### src/rtl/music_player.sv
// rtl/music_player.sv - beat-sequenced square-wave tone generator driven by an external song table
//
// Ports:
//   clk       in   1   system clock, rising edge
//   rst       in   1   synchronous active-high reset
//   start     in   1   pulse: play from beat 0 (restarts if already playing)
//   stop      in   1   pulse: end playback (wins over start)
//   loop_en   in   1   wrap from LAST_BEAT to 0 instead of ending
//   tone      in   32  note frequency in Hz for ibeatNum (combinational table)
//   ibeatNum  out  9   current beat index
//   audio     out  1   square-wave output
//   busy      out  1   high while playing
//   song_done out  1   one-cycle pulse when a non-looping song ends
module music_player #(
  parameter int unsigned CLK_HZ        = 100_000_000,
  parameter int unsigned BEATS_PER_SEC = 8,
  parameter int unsigned LAST_BEAT     = 255,
  parameter int unsigned SILENCE_HZ    = 20000
) (
  input  logic        clk,
  input  logic        rst,
  input  logic        start,
  input  logic        stop,
  input  logic        loop_en,
  input  logic [31:0] tone,
  output logic [8:0]  ibeatNum,
  output logic        audio,
  output logic        busy,
  output logic        song_done
);

  localparam int unsigned BEAT_CYC      = CLK_HZ / BEATS_PER_SEC;
  localparam logic [31:0] BEAT_LAST     = 32'(BEAT_CYC - 1);
  localparam logic [8:0]  LAST_BEAT_IDX = 9'(LAST_BEAT);
  localparam logic [32:0] DIVIDEND      = 33'(CLK_HZ);
  localparam logic [31:0] SILENCE       = 32'(SILENCE_HZ);

  typedef enum logic {S_IDLE, S_PLAY} state_e;

  state_e      state_q, state_d;
  logic [8:0]  beat_q, beat_d;
  logic [31:0] timer_q, timer_d;
  logic        load_q, load_d;        // tone sample due this cycle
  logic [31:0] tone_q, tone_d;
  logic        div_run_q, div_run_d;
  logic [5:0]  div_cnt_q, div_cnt_d;
  logic [32:0] rem_q, rem_d;
  logic [31:0] quo_q, quo_d;          // dividend bits shift out, quotient bits shift in
  logic        div_done_q, div_done_d;
  logic [31:0] half_q, half_d;        // 0 means silent
  logic [31:0] sq_cnt_q, sq_cnt_d;
  logic        audio_q, audio_d;
  logic        done_q, done_d;

  logic [33:0] rem_shift;
  logic [33:0] divisor;
  logic        rest_tone;

  always_comb begin
    rem_shift  = {rem_q, quo_q[31]};
    divisor    = {1'b0, tone_q, 1'b0};
    rest_tone  = (tone == 32'd0) || (tone >= SILENCE);

    state_d    = state_q;
    beat_d     = beat_q;
    timer_d    = timer_q;
    load_d     = 1'b0;
    tone_d     = tone_q;
    div_run_d  = div_run_q;
    div_cnt_d  = div_cnt_q;
    rem_d      = rem_q;
    quo_d      = quo_q;
    div_done_d = 1'b0;
    half_d     = half_q;
    sq_cnt_d   = sq_cnt_q;
    audio_d    = audio_q;
    done_d     = 1'b0;

    // Square wave from the currently applied half period.
    if (half_q != 32'd0) begin
      if (sq_cnt_q == half_q - 32'd1) begin
        sq_cnt_d = 32'd0;
        audio_d  = ~audio_q;
      end else begin
        sq_cnt_d = sq_cnt_q + 32'd1;
      end
    end

    // One restoring-division step per cycle.
    if (div_run_q) begin
      if (rem_shift >= divisor) begin
        rem_d = 33'(rem_shift - divisor);
        quo_d = {quo_q[30:0], 1'b1};
      end else begin
        rem_d = rem_shift[32:0];
        quo_d = {quo_q[30:0], 1'b0};
      end
      div_cnt_d = div_cnt_q - 6'd1;
      if (div_cnt_q == 6'd1) begin
        div_run_d  = 1'b0;
        div_done_d = 1'b1;
      end
    end

    // Finished quotient takes effect one cycle after the last step.
    if (div_done_q) begin
      half_d   = (quo_q == 32'd0) ? 32'd1 : quo_q;
      sq_cnt_d = 32'd0;
      audio_d  = 1'b0;
    end

    // Tone sample: a rest silences at once, a note (re)starts the divider,
    // discarding any division still in flight.
    if (load_q) begin
      tone_d = tone;
      if (rest_tone) begin
        div_run_d  = 1'b0;
        div_done_d = 1'b0;
        half_d     = 32'd0;
        sq_cnt_d   = 32'd0;
        audio_d    = 1'b0;
      end else begin
        div_run_d  = 1'b1;
        div_done_d = 1'b0;
        div_cnt_d  = 6'd32;
        rem_d      = {32'd0, DIVIDEND[32]};
        quo_d      = DIVIDEND[31:0];
      end
    end

    unique case (state_q)
      S_IDLE: begin
        if (start && !stop) begin
          state_d = S_PLAY;
          beat_d  = 9'd0;
          timer_d = 32'd0;
          load_d  = 1'b1;
        end
      end
      S_PLAY: begin
        if (stop || (timer_q == BEAT_LAST && beat_q == LAST_BEAT_IDX && !loop_en)) begin
          state_d    = S_IDLE;
          beat_d     = 9'd0;
          timer_d    = 32'd0;
          load_d     = 1'b0;
          div_run_d  = 1'b0;
          div_done_d = 1'b0;
          half_d     = 32'd0;
          sq_cnt_d   = 32'd0;
          audio_d    = 1'b0;
          done_d     = !stop;
        end else if (start) begin
          beat_d  = 9'd0;
          timer_d = 32'd0;
          load_d  = 1'b1;
        end else if (timer_q == BEAT_LAST) begin
          timer_d = 32'd0;
          beat_d  = (beat_q == LAST_BEAT_IDX) ? 9'd0 : beat_q + 9'd1;
          load_d  = 1'b1;
        end else begin
          timer_d = timer_q + 32'd1;
        end
      end
      default: state_d = S_IDLE;
    endcase
  end

  always_ff @(posedge clk) begin
    if (rst) begin
      state_q    <= S_IDLE;
      beat_q     <= 9'd0;
      timer_q    <= 32'd0;
      load_q     <= 1'b0;
      tone_q     <= 32'd0;
      div_run_q  <= 1'b0;
      div_cnt_q  <= 6'd0;
      rem_q      <= 33'd0;
      quo_q      <= 32'd0;
      div_done_q <= 1'b0;
      half_q     <= 32'd0;
      sq_cnt_q   <= 32'd0;
      audio_q    <= 1'b0;
      done_q     <= 1'b0;
    end else begin
      state_q    <= state_d;
      beat_q     <= beat_d;
      timer_q    <= timer_d;
      load_q     <= load_d;
      tone_q     <= tone_d;
      div_run_q  <= div_run_d;
      div_cnt_q  <= div_cnt_d;
      rem_q      <= rem_d;
      quo_q      <= quo_d;
      div_done_q <= div_done_d;
      half_q     <= half_d;
      sq_cnt_q   <= sq_cnt_d;
      audio_q    <= audio_d;
      done_q     <= done_d;
    end
  end

  assign ibeatNum  = beat_q;
  assign audio     = audio_q;
  assign busy      = (state_q == S_PLAY);
  assign song_done = done_q;

endmodule

### config.mk
export PLATFORM = sky130hd
export DESIGN_NAME = music_player
export DESIGN_NICKNAME = d
export VERILOG_FILES = /design/src/rtl/music_player.sv
export SDC_FILE = /design/constraint.sdc
export NUM_CORES = 1
export LEC_CHECK = 0
export ABC_AREA = 1
export CORE_MARGIN = 2
export CORE_UTILIZATION = 30
export DETAILED_ROUTE_END_ITERATION = 8
export DONT_BUFFER_PORTS = 1
export PLACE_DENSITY_LB_ADDON = 0.08
export SETUP_SLACK_MARGIN = 0.1
export SYNTH_ARGS = -nofsm -noshare
export SYNTH_HDL_FRONTEND = slang
export SYNTH_SLANG_ARGS = --single-unit
### constraint.sdc
create_clock -name clk -period 3.97 [get_ports clk]
set_input_delay 0 -clock clk [delete_from_list [all_inputs] [get_ports clk]]
set_output_delay 0 -clock clk [all_outputs]
set_load 0.02 [all_outputs]
# After elaboration in Yosys (flattened, before gate mapping)
# Cells that the tools add are included.
# W data, S select, Z words.
# classes
addsub,6
reduce_logical,12
muxes,60
magnitude_cmp,2
n_bitwise,3
n_eq_ne,6
# ops
op,count
$mux W32,20
$mux W33,4
$add A32 B1 Y32 const B,2
$logic_not A32 Y1,2
$pmux W32 S2,1
$mux W9,5
$ge A34 B33 Y1,1
$sub A33 B33 Y33,1
$eq A32 B24 Y1 const B,1
$eq A32 B32 Y1,1
$ge A32 B15 Y1 const B,1
$reduce_bool A32 Y1,1
$sub A32 B1 Y32 const B,1
$mux W1,24
$mux W6,3
$pmux W9 S2,1
$add A9 B1 Y9 const B,1
$eq A9 B8 Y1 const B,1
$eq A6 B1 Y1 const B,1
$sub A6 B1 Y6 const B,1
$ne A4 B2 Y1 const B,1
$pmux W1 S2,2
$logic_and A1 B1 Y1,3
$not A1 Y1,3
other kinds (5),7
# word_totals
out_inout_bits,12
register_bits,214
input_bits,37
elab_cells,103

# Depth between registers and ports, before layout
# Gate-level depths: netlist of run 1.
# depth
ltp_word,9
mapped_depth,18
mapped_depth_nobuf,17

# Worst setup path after synthesis of run 1
# OpenSTA, ideal clock, no wires.
# synth_path
path_kind,register -> register
startpoint,register half_q[0]
endpoint,register sq_cnt_q[16]
synth_period_minus_slack_ns,2.205
n_path_buf,1
arrival_ns,2.089
setup_time_ns,0.115
required_ns,3.855
path_slack_ns,1.765
stages_incl_launch_ff,17
cell_sequence,dfxtp_1 -> inv_1 -> ha_1 -> nand2_4 -> nor2_4 -> nand2_4 -> nor2_8 -> nand3_1 -> nand2_1 -> inv_1 -> nor2_1 -> nand2_1 -> nor2_4 -> nand3_4 -> nand2_4 -> buf_12 -> nor2_2
# synth_between
elab_chain_cells,9
elab_cells_between_ends,10
classes_between,1 x add/sub; 1 x eq/ne; 7 x mux; 1 x reduce/logical
# synth_rtl
item,line_no,text
"start, declared",50,"logic [31:0] half_q, half_d;"
"start signal, assigned",195,half_q <= half_d;
$sub A32 B1 Y32,81,if (sq_cnt_q == half_q - 32'd1) begin
$eq A32 B32 Y1,81,
$mux W32,81,
$mux W32 *,80,if (half_q != 32'd0) begin
$mux W32 *,106,if (div_done_q) begin
$mux W32,116,if (rest_tone) begin
$mux W32 *,114,if (load_q) begin
$mux W32,141,if (stop || (timer_q == BEAT_LAST && beat_q == LAST_BEAT_IDX && !loop_en)) begin
$mux W32 *,131,unique case (state_q)
"end signal, assigned",196,sq_cnt_q <= sq_cnt_d;
"end, declared",51,"logic [31:0] sq_cnt_q, sq_cnt_d;"
# Mark *: on every way between the ends. The rest lies on a longest branch, timed or not.
# A chain may end at the register's enable or synchronous reset.

# Final worst setup path of run 1
# layout_path
startpoint,"register beat_q[0], in the netlist ibeatNum[0]"
endpoint,register timer_q[17]
# layout_between
elab_chain_cells,6
# layout_rtl
item,line_no,text
"start, declared",41,"logic [8:0] beat_q, beat_d;"
"start signal, assigned",186,beat_q <= beat_d;
$eq A9 B8 Y1,141,
$logic_and A1 B1 Y1 (2 in a row),141,
$logic_or A1 B1 Y1,141,
$mux W32,141,
$pmux W32 S2,131,
"end signal, assigned",187,timer_q <= timer_d;
"end, declared",42,"logic [31:0] timer_q, timer_d;"
# Every way passes these cells.

==> results.json, run 1 <==
{
  "leading_cell_types_in_the_layout_fill_and_taps_excluded": "408 x sky130_fd_sc_hd__nand2_1, 264 x sky130_fd_sc_hd__nor2_1, 234 x sky130_fd_sc_hd__inv_1, 213 x sky130_fd_sc_hd__dfxtp_1",
  "grt_antenna_before_repair": 0,
  "design_power_total_mw": 5.20,
  "p_leak_nw": 6.13,
  "critical_path_class": "reg -> reg",
  "max_vdd_drop_v": 0.000304,
  "htree_num_levels": 1,
  "finish.utilization_pct": 34.7,
  "dpl.hpwl_mm": 29.7,
  "grt.busiest_layer": "met2",
  "number_of_global_route_vias_before_repair": 11768,
  "synth_top_cell_area_share_pct": 33.6,
  "max_slew_margin_pct": 36.0,
  "num-nets-final": 2016,
  "globalRouteOverflowTotal": 0,
  "syn_nets": 1993,
  "grt.met1_usage_pct": 24.2,
  "cts.clk_slew.worst_paths_ns": 0.06,
  "layout_worst_path_cycle_share_pct": 79.6,
  "min_period_ns": 3.16,
  "rsz0062_at_grt": "no",
  "floorplan.rows": 75,
  "synthesis.area_mm2": 0.0128,
  "finalMaxSlewViolations": 0,
  "layout-drive-gt1-share_pct": 5.82,
  "wl_per_cell_um": 15.8,
  "cts_inserted_buffers": 26,
  "core_mm2": 0.0419,
  "finalHoldViolCount": 0,
  "die_x_um": 210,
  "run_status": "finished clean",
  "postSynthAreaPerCell_um2": 6.66,
  "grt_util_all_layers_pct": 17.8,
  "antenna_diode_count": 0,
  "finalSetupViolCount": 0,
  "vias_per_cell": 4.80,
  "power.density_cell_area_mw_per_mm2": 358,
  "synth_edf_count": 0,
  "hold_start": "tone[9]",
  "drt_iter0_drc": 581,
  "io_pins": 49,
  "timing.critical_path.from": "ibeatNum[0]$_SDFFE_PP0P_",
  "flow.area_growth_from_synthesis_pct": 14.0,
  "globalplace.congestion": 0.847,
  "startpoint_type": "flip-flop",
  "initial_utilization_pct": 30.4,
  "clock_latency_ns": 0.55,
  "synth_seq_cells": 214,
  "antenna_violating_nets_left": 0,
  "postSynthCellCount": 1917,
  "final.setup_skew_ns": 0.0113,
  "cts_sinks": 214,
  "cts_max_path_buffers": 3,
  "grt_start_max_net_pins": 45,
  "grt_use_met3_pct": 2.25,
  "vias": 11993,
  "r2r_start": "ibeatNum[0]$_SDFFE_PP0P_",
  "die_area_mm2": 0.0442,
  "async_s_r_ff_share_synth_pct": 0,
  "ys_dominant_reg_cell": "sky130_fd_sc_hd__dfxtp_1",
  "clock.fmax_ghz": 0.317,
  "worstMarginPinSlew_ns": 0.957,
  "worstHoldPathType": "in -> reg",
  "final_common_cell": "sky130_fd_sc_hd__nand2_1",
  "timing.critical_path.fanout_max": 18,
  "global_route.usage.met2_pct": 30.3,
  "ys_top_cells_by_area": "sky130_fd_sc_hd__dfxtp_1 34%, sky130_fd_sc_hd__nand2_1 12%, sky130_fd_sc_hd__nor2_1 7.8%, sky130_fd_sc_hd__inv_1 6.9%, sky130_fd_sc_hd__a21oi_1 5.2%",
  "synth_top_area_cell": "sky130_fd_sc_hd__dfxtp_1",
  "grt_pass1_wl_mm": 63.5,
  "drt_wl_total_mm": 39.4,
  "cts_tree": "built",
  "yosysSeqAreaShare_pct": 33.6,
  "synth-warning-count": 0,
  "crit_required_ns": 4.41,
  "postCtsSetupRepairBufs": 0,
  "dieHeight_um": 210,
  "portBuffers": 0,
  "max_cap_viol_count": 0,
  "synthDistinctLibCells": 45,
  "drt-pass1-iter-count": 7,
  "critPathCaptureType": "flip-flop",
  "cts.root.buffer_cell": "sky130_fd_sc_hd__clkbuf_16",
  "setup-tns-final_ns": 0,
  "arrival_time_at_the_worst_endpoint_ns": 3.60,
  "drc": 0
}
## metrics by stage
step	instances	worst slack [ns]	hold slack (ns)	cell area (um2)
6_report	2499	0.812	0.158	14500
3_5_place_dp	2412	0.852	0.0870	13300
3_3_place_gp	2412	0.932	0.0866	13300
2_1_floorplan	1917	1.77	0.0793	12800
5_1_grt	2499	0.475	0.129	14500
4_1_cts	2499	0.816	0.108	14500
## synthesized netlist by cell type, types with 3 or more instances
cell type                  count
sky130_fd_sc_hd__nand3_4       3
sky130_fd_sc_hd__a211oi_1     24
sky130_fd_sc_hd__nor2_1      264
sky130_fd_sc_hd__a21o_1        4
sky130_fd_sc_hd__nor4_1       22
sky130_fd_sc_hd__inv_2         6
sky130_fd_sc_hd__a22oi_1       8
sky130_fd_sc_hd__nand3_1      84
sky130_fd_sc_hd__nor3_2        4
sky130_fd_sc_hd__dfxtp_1     214
sky130_fd_sc_hd__o21a_1        7
sky130_fd_sc_hd__ha_1         38
sky130_fd_sc_hd__nand2_4       5
sky130_fd_sc_hd__a31oi_1       7
sky130_fd_sc_hd__nand2_1     408
sky130_fd_sc_hd__nor2_2       27
sky130_fd_sc_hd__xnor2_1      20
sky130_fd_sc_hd__o21bai_1     12
sky130_fd_sc_hd__a21oi_1     133
sky130_fd_sc_hd__inv_1       234
sky130_fd_sc_hd__nor3_1       53
sky130_fd_sc_hd__o22ai_1      20
sky130_fd_sc_hd__xor2_1       65
sky130_fd_sc_hd__nor2_4        7
sky130_fd_sc_hd__nand3b_1      7
sky130_fd_sc_hd__o21ai_0     132
sky130_fd_sc_hd__buf_2        10
sky130_fd_sc_hd__buf_1         3
sky130_fd_sc_hd__or2_2         3
sky130_fd_sc_hd__nand4_1      36
sky130_fd_sc_hd__clkbuf_1     39
## registers in the layout (all words and copies together) (netlist names)
signal,count
quo_q,32
ibeatNum,9
timer_q,32
div_cnt_q,6
load_q,1
song_done,1
div_run_q,1
audio,1
half_q,32
div_done_q,1
busy,1
tone_q,32
rem_q,33
sq_cnt_q,32
## layout make-up
class | count | area (um2)
multi-input cells | 1406 | 7320
well taps | 539 | 674
clock buffers | 39 | 771
flip-flops and latches | 214 | 4290
fillers | 4588 | 27400
clock inverters | 9 | 101
inverters | 242 | 908
repair buffers | 50 | 483
## worst max-delay path, cell delays in order, from the launching register on
cell and delay, ns:
sky130_fd_sc_hd__dfxtp_1 0.54, sky130_fd_sc_hd__ha_1 0.26, sky130_fd_sc_hd__nand2_1 0.08, sky130_fd_sc_hd__nor4_1 0.38, sky130_fd_sc_hd__nand4_1 0.17, sky130_fd_sc_hd__nand2_1 0.14, sky130_fd_sc_hd__nor2_1 0.08, sky130_fd_sc_hd__nand2_1 0.10
sky130_fd_sc_hd__clkinv_1 0.43, sky130_fd_sc_hd__nand2_1 0.21, sky130_fd_sc_hd__a21oi_1 0.08, sky130_fd_sc_hd__dlygate4sd3_1 0.56
## where the power goes
group	internal, mW	switching [mW]	total, mW
Sequential	2.18	0.0208	2.20
Combinational	0.171	0.375	0.545
Clock	1.47	0.991	2.46
## cells by family (layout without fill, tap and decap cells)
kind of cell,count (synthesis),count (layout),share of synthesized area (%)
buf+inv,297,340,9.10
compound gates,353,353,15.3
fa+ha+maj,39,39,3.88
simple gates,929,929,32.3
xor+xnor,85,85,5.83
flops,214,214,33.6
## path summary, 6_finish.rpt
path	endpoint	slack [ns]	depth (start not counted)
setup / recovery	timer_q[17]$_SDFFE_PP0P_	0.81	11
hold / removal	tone_q[9]$_SDFFE_PP0P_	0.16	3
hold reg to reg	tone_q[19]$_SDFFE_PP0P_	0.47	2
setup reg to reg	timer_q[17]$_SDFFE_PP0P_	0.81	11
## routing by layer
| metal | share of wire [%] | vias to the layer above | routed length (um) |
|---|---|---|---|
| met5 | 0 | - | 0 |
| met4 | 2.0 | 0 | 786 |
| met3 | 3.0 | 43 | 1160 |
| li1 | - | 6311 | - |
| met2 | 46 | 186 | 18200 |
| met1 | 49 | 5453 | 19300 |
## what timing repair did
action	in CTS	in global routing
gates resized for setup	0	0
hold buffers	39	0
hold endpoints to repair	106	0
endpoints found under the setup margin	0	0
Power figures use the tool's default switching activity.
==> run 2, diff against run 1 <==
==> constraint.sdc (replaced) <==
create_clock -name clk -period 2.8 [get_ports clk]
set_input_delay 0 -clock clk [delete_from_list [all_inputs] [get_ports clk]]
set_output_delay 0 -clock clk [all_outputs]
set_load 0.02 [all_outputs]
==> run 2 against run 1 <==
Design area up 2.2%; sequential power up 41%; via count up 1.2%; cell count up 0.84%; clock power up 43%; clock skew down 0.0020 ns; flip-flop and latch count unchanged; global-route usage about the same; clock-buffer cell count unchanged.
==> results.json, run 2 (same netlist as run 1, synthesis figures left out) <==
{
  "run_status": "finished clean",
  "dpl_worst_slack_ns": 0.126,
  "drt_wl_total_mm": 39.4,
  "portBuffers": 0,
  "dieHeight_um": 210,
  "register_with_the_most_flip_flops": "rem_q",
  "cts_sinks": 214,
  "drt_iter0_drc": 667,
  "worst-path-buf-inv": 4,
  "clock_latency_ns": 0.56,
  "final-seq-area_mm2": 0.00429,
  "max_cap_viol_count": 0,
  "slowest_library_cell_on_the_worst_path": "sky130_fd_sc_hd__ha_2",
  "htree_num_levels": 1,
  "multi_input_comb_area_mm2": 0.00741,
  "dpl.hpwl_mm": 30.1,
  "min_period_ns": 2.50,
  "finalHoldViolCount": 0,
  "timing.critical_path.fanout_max": 11,
  "antenna_diode_count": 0,
  "final_cell_area_mm2": 0.0149,
  "grt_pass1_wl_mm": 63.6,
  "vias_per_cell": 4.82,
  "cts.clk_slew.worst_paths_ns": 0.06,
  "core_mm2": 0.0419,
  "vias": 12135,
  "detailed_place.area_mm2": 0.0134,
  "post-route-worst-setup-slack_ns": 0.297,
  "globalplace.congestion": 0.872,
  "p_leak_nw": 6.27,
  "critical_path_class": "reg -> reg",
  "layout_worst_path_cycle_share_pct": 89.4,
  "startpoint_type": "flip-flop",
  "rsz0062_at_grt": "no",
  "cp_slowest_stage_delay_ns": 0.37,
  "drt-pass1-iter-count": 5,
  "grt_util_all_layers_pct": 17.9,
  "cts.root.buffer_cell": "sky130_fd_sc_hd__clkbuf_16",
  "largest_register_ff_count": 33,
  "setup-tns-final_ns": 0,
  "initial_utilization_pct": 30.4,
  "nFillCells": 4603,
  "power.density_cell_area_mw_per_mm2": 503,
  "number_of_global_route_vias_before_repair": 11964,
  "clock.fmax_ghz": 0.400,
  "globalRouteOverflowTotal": 0,
  "max_slew_margin_pct": 44.0,
  "leading_cell_types_in_the_layout_fill_and_taps_excluded": "402 x sky130_fd_sc_hd__nand2_1, 256 x sky130_fd_sc_hd__nor2_1, 233 x sky130_fd_sc_hd__inv_1, 213 x sky130_fd_sc_hd__dfxtp_1, 132 x sky130_fd_sc_hd__o21ai_0",
  "worst_path_most_repeated_cell": "sky130_fd_sc_hd__nand2_1",
  "layout-drive-gt1-share_pct": 8.23,
  "sw_frac_of_total_pct": 26.4,
  "cts_inserted_buffers": 27,
  "worstHoldPathType": "in -> reg",
  "finalMaxSlewViolations": 0,
  "worstMarginPinSlew_ns": 0.839,
  "antenna_violating_nets_left": 0,
  "max_vdd_drop_v": 0.000478,
  "final.setup_skew_ns": 0.00926,
  "cts_max_path_buffers": 3,
  "share_comb_of_total_power_pct": 11.1,
  "crit_path_cell_trace": "inv_1 -> ha_2 -> nand2_1 -> nor2_2 -> inv_1 -> nor2_2 -> and3_1 -> nand2_1 -> nand3_1 -> nand2_1 -> nand2_2 -> buf_8 -> nand2_2 -> buf_6 -> o21ai_0 -> nor2_1",
  "crit_required_ns": 3.25,
  "internal_power_mw": 5.50,
  "drc": 0,
  "io_pins": 49,
  "cts_tree": "built",
  "total_switching_power_mw": 1.97,
  "grt_start_max_net_pins": 44,
  "die_area_mm2": 0.0442,
  "cpLargestDelayFamily": "simple AND/OR/NAND/NOR gates",
  "num-nets-final": 2041,
  "clockPowerShare_pct": 47.3,
  "power.share.sequential_pct": 41.6,
  "final.hold.worst_slack_ns": 0.0769,
  "finish.utilization_pct": 35.4,
  "grt_antenna_before_repair": 0,
  "final_common_cell": "sky130_fd_sc_hd__nand2_1",
  "die_x_um": 210,
  "wl_per_cell_um": 15.6,
  "flow.area_growth_from_synthesis_pct": 16.5,
  "finalSetupViolCount": 0,
  "arrival_time_at_the_worst_endpoint_ns": 2.95,
  "floorplan.rows": 75,
  "critPathCaptureType": "flip-flop"
}
==> run 2: timing repair <==
item	in CTS	in global routing
hold endpoints to repair	114	0
hold buffers	38	0
endpoints found under the setup margin	0	70
setup buffers	0	0
resized for setup	0	33
==> run 2: worst reg2reg max path: cells and delay by family (launching register included) <==
| family | cells | cell delay (ns) |
|---|---|---|
| AND/OR/NAND/NOR | 10 | 1.06 |
| adder cells (fa/ha/maj) | 1 | 0.37 |
| AO/OA/AOI/OAI | 1 | 0.17 |
| buffers and inverters | 4 | 0.51 |
| flip-flops | 1 | 0.30 |
==> run 2: final cells by class <==
type | instances | share of cell area (%)
timing repair buffer | 74 | 4.69
clock buffer | 39 | 5.39
tap | 539 | 4.54
multi-input combinational | 1406 | 49.9
inverter | 242 | 6.13
sequential | 214 | 28.8
clock inverter | 6 | 0.564
==> run 2: final timing paths <==
check                           slack (ns)                       to  cells past startpoint               startpoint
worst max-delay path                  0.30     rem_q[21]$_SDFF_PP0_                     16  tone_q[23]$_SDFFE_PP0P_
worst min-delay path                  0.08     quo_q[26]$_SDFF_PP0_                      6                 tone[23]
worst max register to register        0.30     rem_q[21]$_SDFF_PP0_                     16  tone_q[23]$_SDFFE_PP0P_
worst min register to register        0.47  tone_q[31]$_SDFFE_PP0P_                      2  tone_q[31]$_SDFFE_PP0P_
==> run 2: through the flow <==
stage          total power [mW]  std cells
2_1_floorplan              3.71       1917
3_3_place_gp               3.94       2436
3_5_place_dp               3.93       2436
4_1_cts                    7.58       2519
5_1_grt                    7.83       2520
6_report                   7.47       2520
==> run 2: power groups by stage <==
stage          combinational, mW  sequential, mW  clock [mW]
2_1_floorplan              0.539            3.17           0
3_3_place_gp               0.769            3.17           0
3_5_place_dp               0.760            3.17           0
4_1_cts                    0.824            3.11        3.65
5_1_grt                    0.930            3.11        3.79
6_report                   0.833            3.11        3.53
==> run 2: per-layer routing <==
layer	vias to the layer above	GRT usage (%)	wire length, um	share of wire, %
met5	-	0	0	0
met4	0	5.62	1200	3.0
met3	59	2.65	1260	3.2
met2	177	30.6	18300	47
met1	5546	23.1	18500	47
li1	6353	-	-	-
==> run 3, diff against run 2 <==
==> constraint.sdc (replaced) <==
create_clock -name clk -period 2.95 [get_ports clk]
set_input_delay 0 -clock clk [delete_from_list [all_inputs] [get_ports clk]]
set_output_delay 0 -clock clk [all_outputs]
set_load 0.02 [all_outputs]
==> run 3 against run 2 <==
Worst hold slack worse by 0.043 ns; utilization barely moved; first-iteration DRC count fell by 10%; largest cell class unchanged; critical path type unchanged; fmax shrank 3.6%; wire length increased by 0.24%; critical path depth fell by 1; setup slack better by 0.057 ns.
==> results.json, run 3 (same netlist as run 1, synthesis figures left out) <==
{
  "run_status": "finished clean",
  "grt_pass1_wl_mm": 64.4,
  "cts_tree": "built",
  "crit_end": "rem_q[21]$_SDFF_PP0_",
  "cts_sinks": 214,
  "sw_frac_of_total_pct": 26.0,
  "timing.rr.end": "rem_q[21]$_SDFF_PP0_",
  "initial_utilization_pct": 30.4,
  "design_power_total_mw": 7.39,
  "clockPowerShare_pct": 49.4,
  "num-nets-final": 2041,
  "finalSetupViolCount": 0,
  "io_pins": 49,
  "p_leak_nw": 6.29,
  "cts.clk_slew.worst_paths_ns": 0.06,
  "total_switching_power_mw": 1.92,
  "largest_register_ff_count": 33,
  "dieHeight_um": 210,
  "finalMaxSlewViolations": 0,
  "critPathCaptureType": "flip-flop",
  "antenna_violating_nets_left": 0,
  "drt-pass1-iter-count": 5,
  "crit_required_ns": 3.41,
  "core_mm2": 0.0419,
  "number_of_global_route_vias_before_repair": 12138,
  "vias": 12098,
  "worstHoldPathType": "in -> reg",
  "register_with_the_most_flip_flops": "rem_q",
  "max_cap_viol_count": 0,
  "clock_latency_ns": 0.57,
  "internal_power_mw": 5.46,
  "power.density_cell_area_mw_per_mm2": 497,
  "min_period_ns": 2.60,
  "drt_wl_total_mm": 39.4,
  "share_comb_of_total_power_pct": 10.7,
  "flow.area_growth_from_synthesis_pct": 16.5,
  "setup-tns-final_ns": 0,
  "r2r_start": "tone_q[8]$_SDFFE_PP0P_",
  "leading_cell_types_in_the_layout_fill_and_taps_excluded": "408 x sky130_fd_sc_hd__nand2_1, 263 x sky130_fd_sc_hd__nor2_1, 234 x sky130_fd_sc_hd__inv_1, 213 x sky130_fd_sc_hd__dfxtp_1, 132 x sky130_fd_sc_hd__o21ai_0",
  "globalRouteOverflowTotal": 0,
  "vias_per_cell": 4.80,
  "die_x_um": 210,
  "floorplan.rows": 75,
  "timing.critical_path.fanout_max": 11,
  "max_vdd_drop_v": 0.000380,
  "cts.root.buffer_cell": "sky130_fd_sc_hd__clkbuf_16",
  "globalplace.congestion": 0.872,
  "portBuffers": 0,
  "drc": 0,
  "rsz0062_at_grt": "no",
  "layout_worst_path_cycle_share_pct": 88.0,
  "wl_per_cell_um": 15.6,
  "arrival_time_at_the_worst_endpoint_ns": 3.06,
  "layout-drive-gt1-share_pct": 7.16,
  "timing.critical_path.from": "tone_q[8]$_SDFFE_PP0P_",
  "cts_max_path_buffers": 3,
  "die_area_mm2": 0.0442,
  "grt_util_all_layers_pct": 18.1,
  "finalHoldViolCount": 0,
  "drt_iter0_drc": 597,
  "grt_start_max_net_pins": 44,
  "final_common_cell": "sky130_fd_sc_hd__nand2_1",
  "antenna_diode_count": 0,
  "startpoint_type": "flip-flop",
  "worstMarginPinSlew_ns": 0.828,
  "power.share.sequential_pct": 39.9,
  "final.setup_skew_ns": 0.0219,
  "setup.reg_to_reg.worst_slack_ns": 0.35,
  "grt_antenna_before_repair": 0,
  "max_slew_margin_pct": 44.7,
  "ff2ff_path_depth": 15,
  "htree_num_levels": 1,
  "critical_path_class": "reg -> reg",
  "clock.fmax_ghz": 0.385,
  "dpl.hpwl_mm": 29.9,
  "cts_inserted_buffers": 28
}
-- run 3: cell count changes in the layout (fill, tap and decap cells not counted), moves of 2 or more --
cell	previous run	this run
sky130_fd_sc_hd__ha_2	4	0
sky130_fd_sc_hd__nand2_1	402	408
sky130_fd_sc_hd__bufinv_16	2	4
sky130_fd_sc_hd__buf_8	2	0
sky130_fd_sc_hd__nor2_2	34	27
sky130_fd_sc_hd__ha_1	33	38
sky130_fd_sc_hd__dlygate4sd3_1	37	39
sky130_fd_sc_hd__nor2_1	256	263
sky130_fd_sc_hd__nand2_2	6	0
-- run 3: final cells by class --
cell class	instances	area, um2
tap	539	674
sequential	214	4290
clock inverter	8	154
clock buffer	40	826
timing repair buffer	73	666
fill	4585	27100
multi-input combinational	1406	7340
inverter	242	911
-- run 3: worst min path at each step --
| stage | from | endpoint | slack (ns) | cells past startpoint |
|---|---|---|---|---|
| floorplan | stop | song_done$_SDFF_PP0_ | 0.08 | 1 |
| global placement | rst | timer_q[15]$_SDFFE_PP0P_ | 0.08 | 1 |
| detailed placement | rst | timer_q[17]$_SDFFE_PP0P_ | 0.08 | 1 |
| CTS | tone[14] | div_run_q$_SDFF_PP0_ | 0.004 | 6 |
| global route | tone[14] | quo_q[20]$_SDFF_PP0_ | 0.07 | 6 |
| finish | tone[14] | quo_q[26]$_SDFF_PP0_ | 0.03 | 6 |
-- run 3: timing repair --
item                                   CTS  global route
gates resized for setup                  0             9
hold buffers                            40             0
endpoints found under the hold margin  131             0
setup endpoints to repair                0            61
buffers inserted                         0             1
-- run 3: worst max-delay path, stage by stage (launching register included) --
cell	delay, ns
sky130_fd_sc_hd__dfxtp_1	0.32
sky130_fd_sc_hd__inv_1	0.06
sky130_fd_sc_hd__ha_1	0.40
sky130_fd_sc_hd__nand2_1	0.10
sky130_fd_sc_hd__nor2_1	0.21
sky130_fd_sc_hd__nand4_1	0.12
sky130_fd_sc_hd__nand2_1	0.17
sky130_fd_sc_hd__nand2_1	0.07
sky130_fd_sc_hd__nand3_1	0.11
sky130_fd_sc_hd__nand2_1	0.06
sky130_fd_sc_hd__nand2_1	0.10
sky130_fd_sc_hd__buf_4	0.21
sky130_fd_sc_hd__nand2_1	0.10
sky130_fd_sc_hd__buf_4	0.21
sky130_fd_sc_hd__o21ai_0	0.17
sky130_fd_sc_hd__nor2_1	0.05
-- run 3: power by group through the flow --
stage	logic (mW)	registers, mW	clock network [mW]
floorplan	0.511	3.01	0
global placement	0.733	3.01	0
finish	0.792	2.95	3.65
CTS	0.789	2.95	3.77
detailed placement	0.725	3.01	0
global route	0.885	2.95	3.88
-- run 3: layer usage --
layer  global-route usage (%)  wire length, um
met1                     23.8            19000
met2                     30.9            18300
met3                     2.31             1070
met4                     5.53             1140
met5                        0                0
-- run 3: per-stage QoR --
stage	hold slack [ns]	util (%)	instances	cell area (um2)	setup slack (ns)
2_1_floorplan	0.0793	-	1917	12800	0.745
3_3_place_gp	0.0816	32.0	2433	13400	0.305
3_5_place_dp	0.0840	32.0	2433	13400	0.294
4_1_cts	0.00377	35.3	2521	14800	0.147
5_1_grt	0.0739	35.4	2522	14900	0.101
6_report	0.0335	35.4	2522	14900	0.354
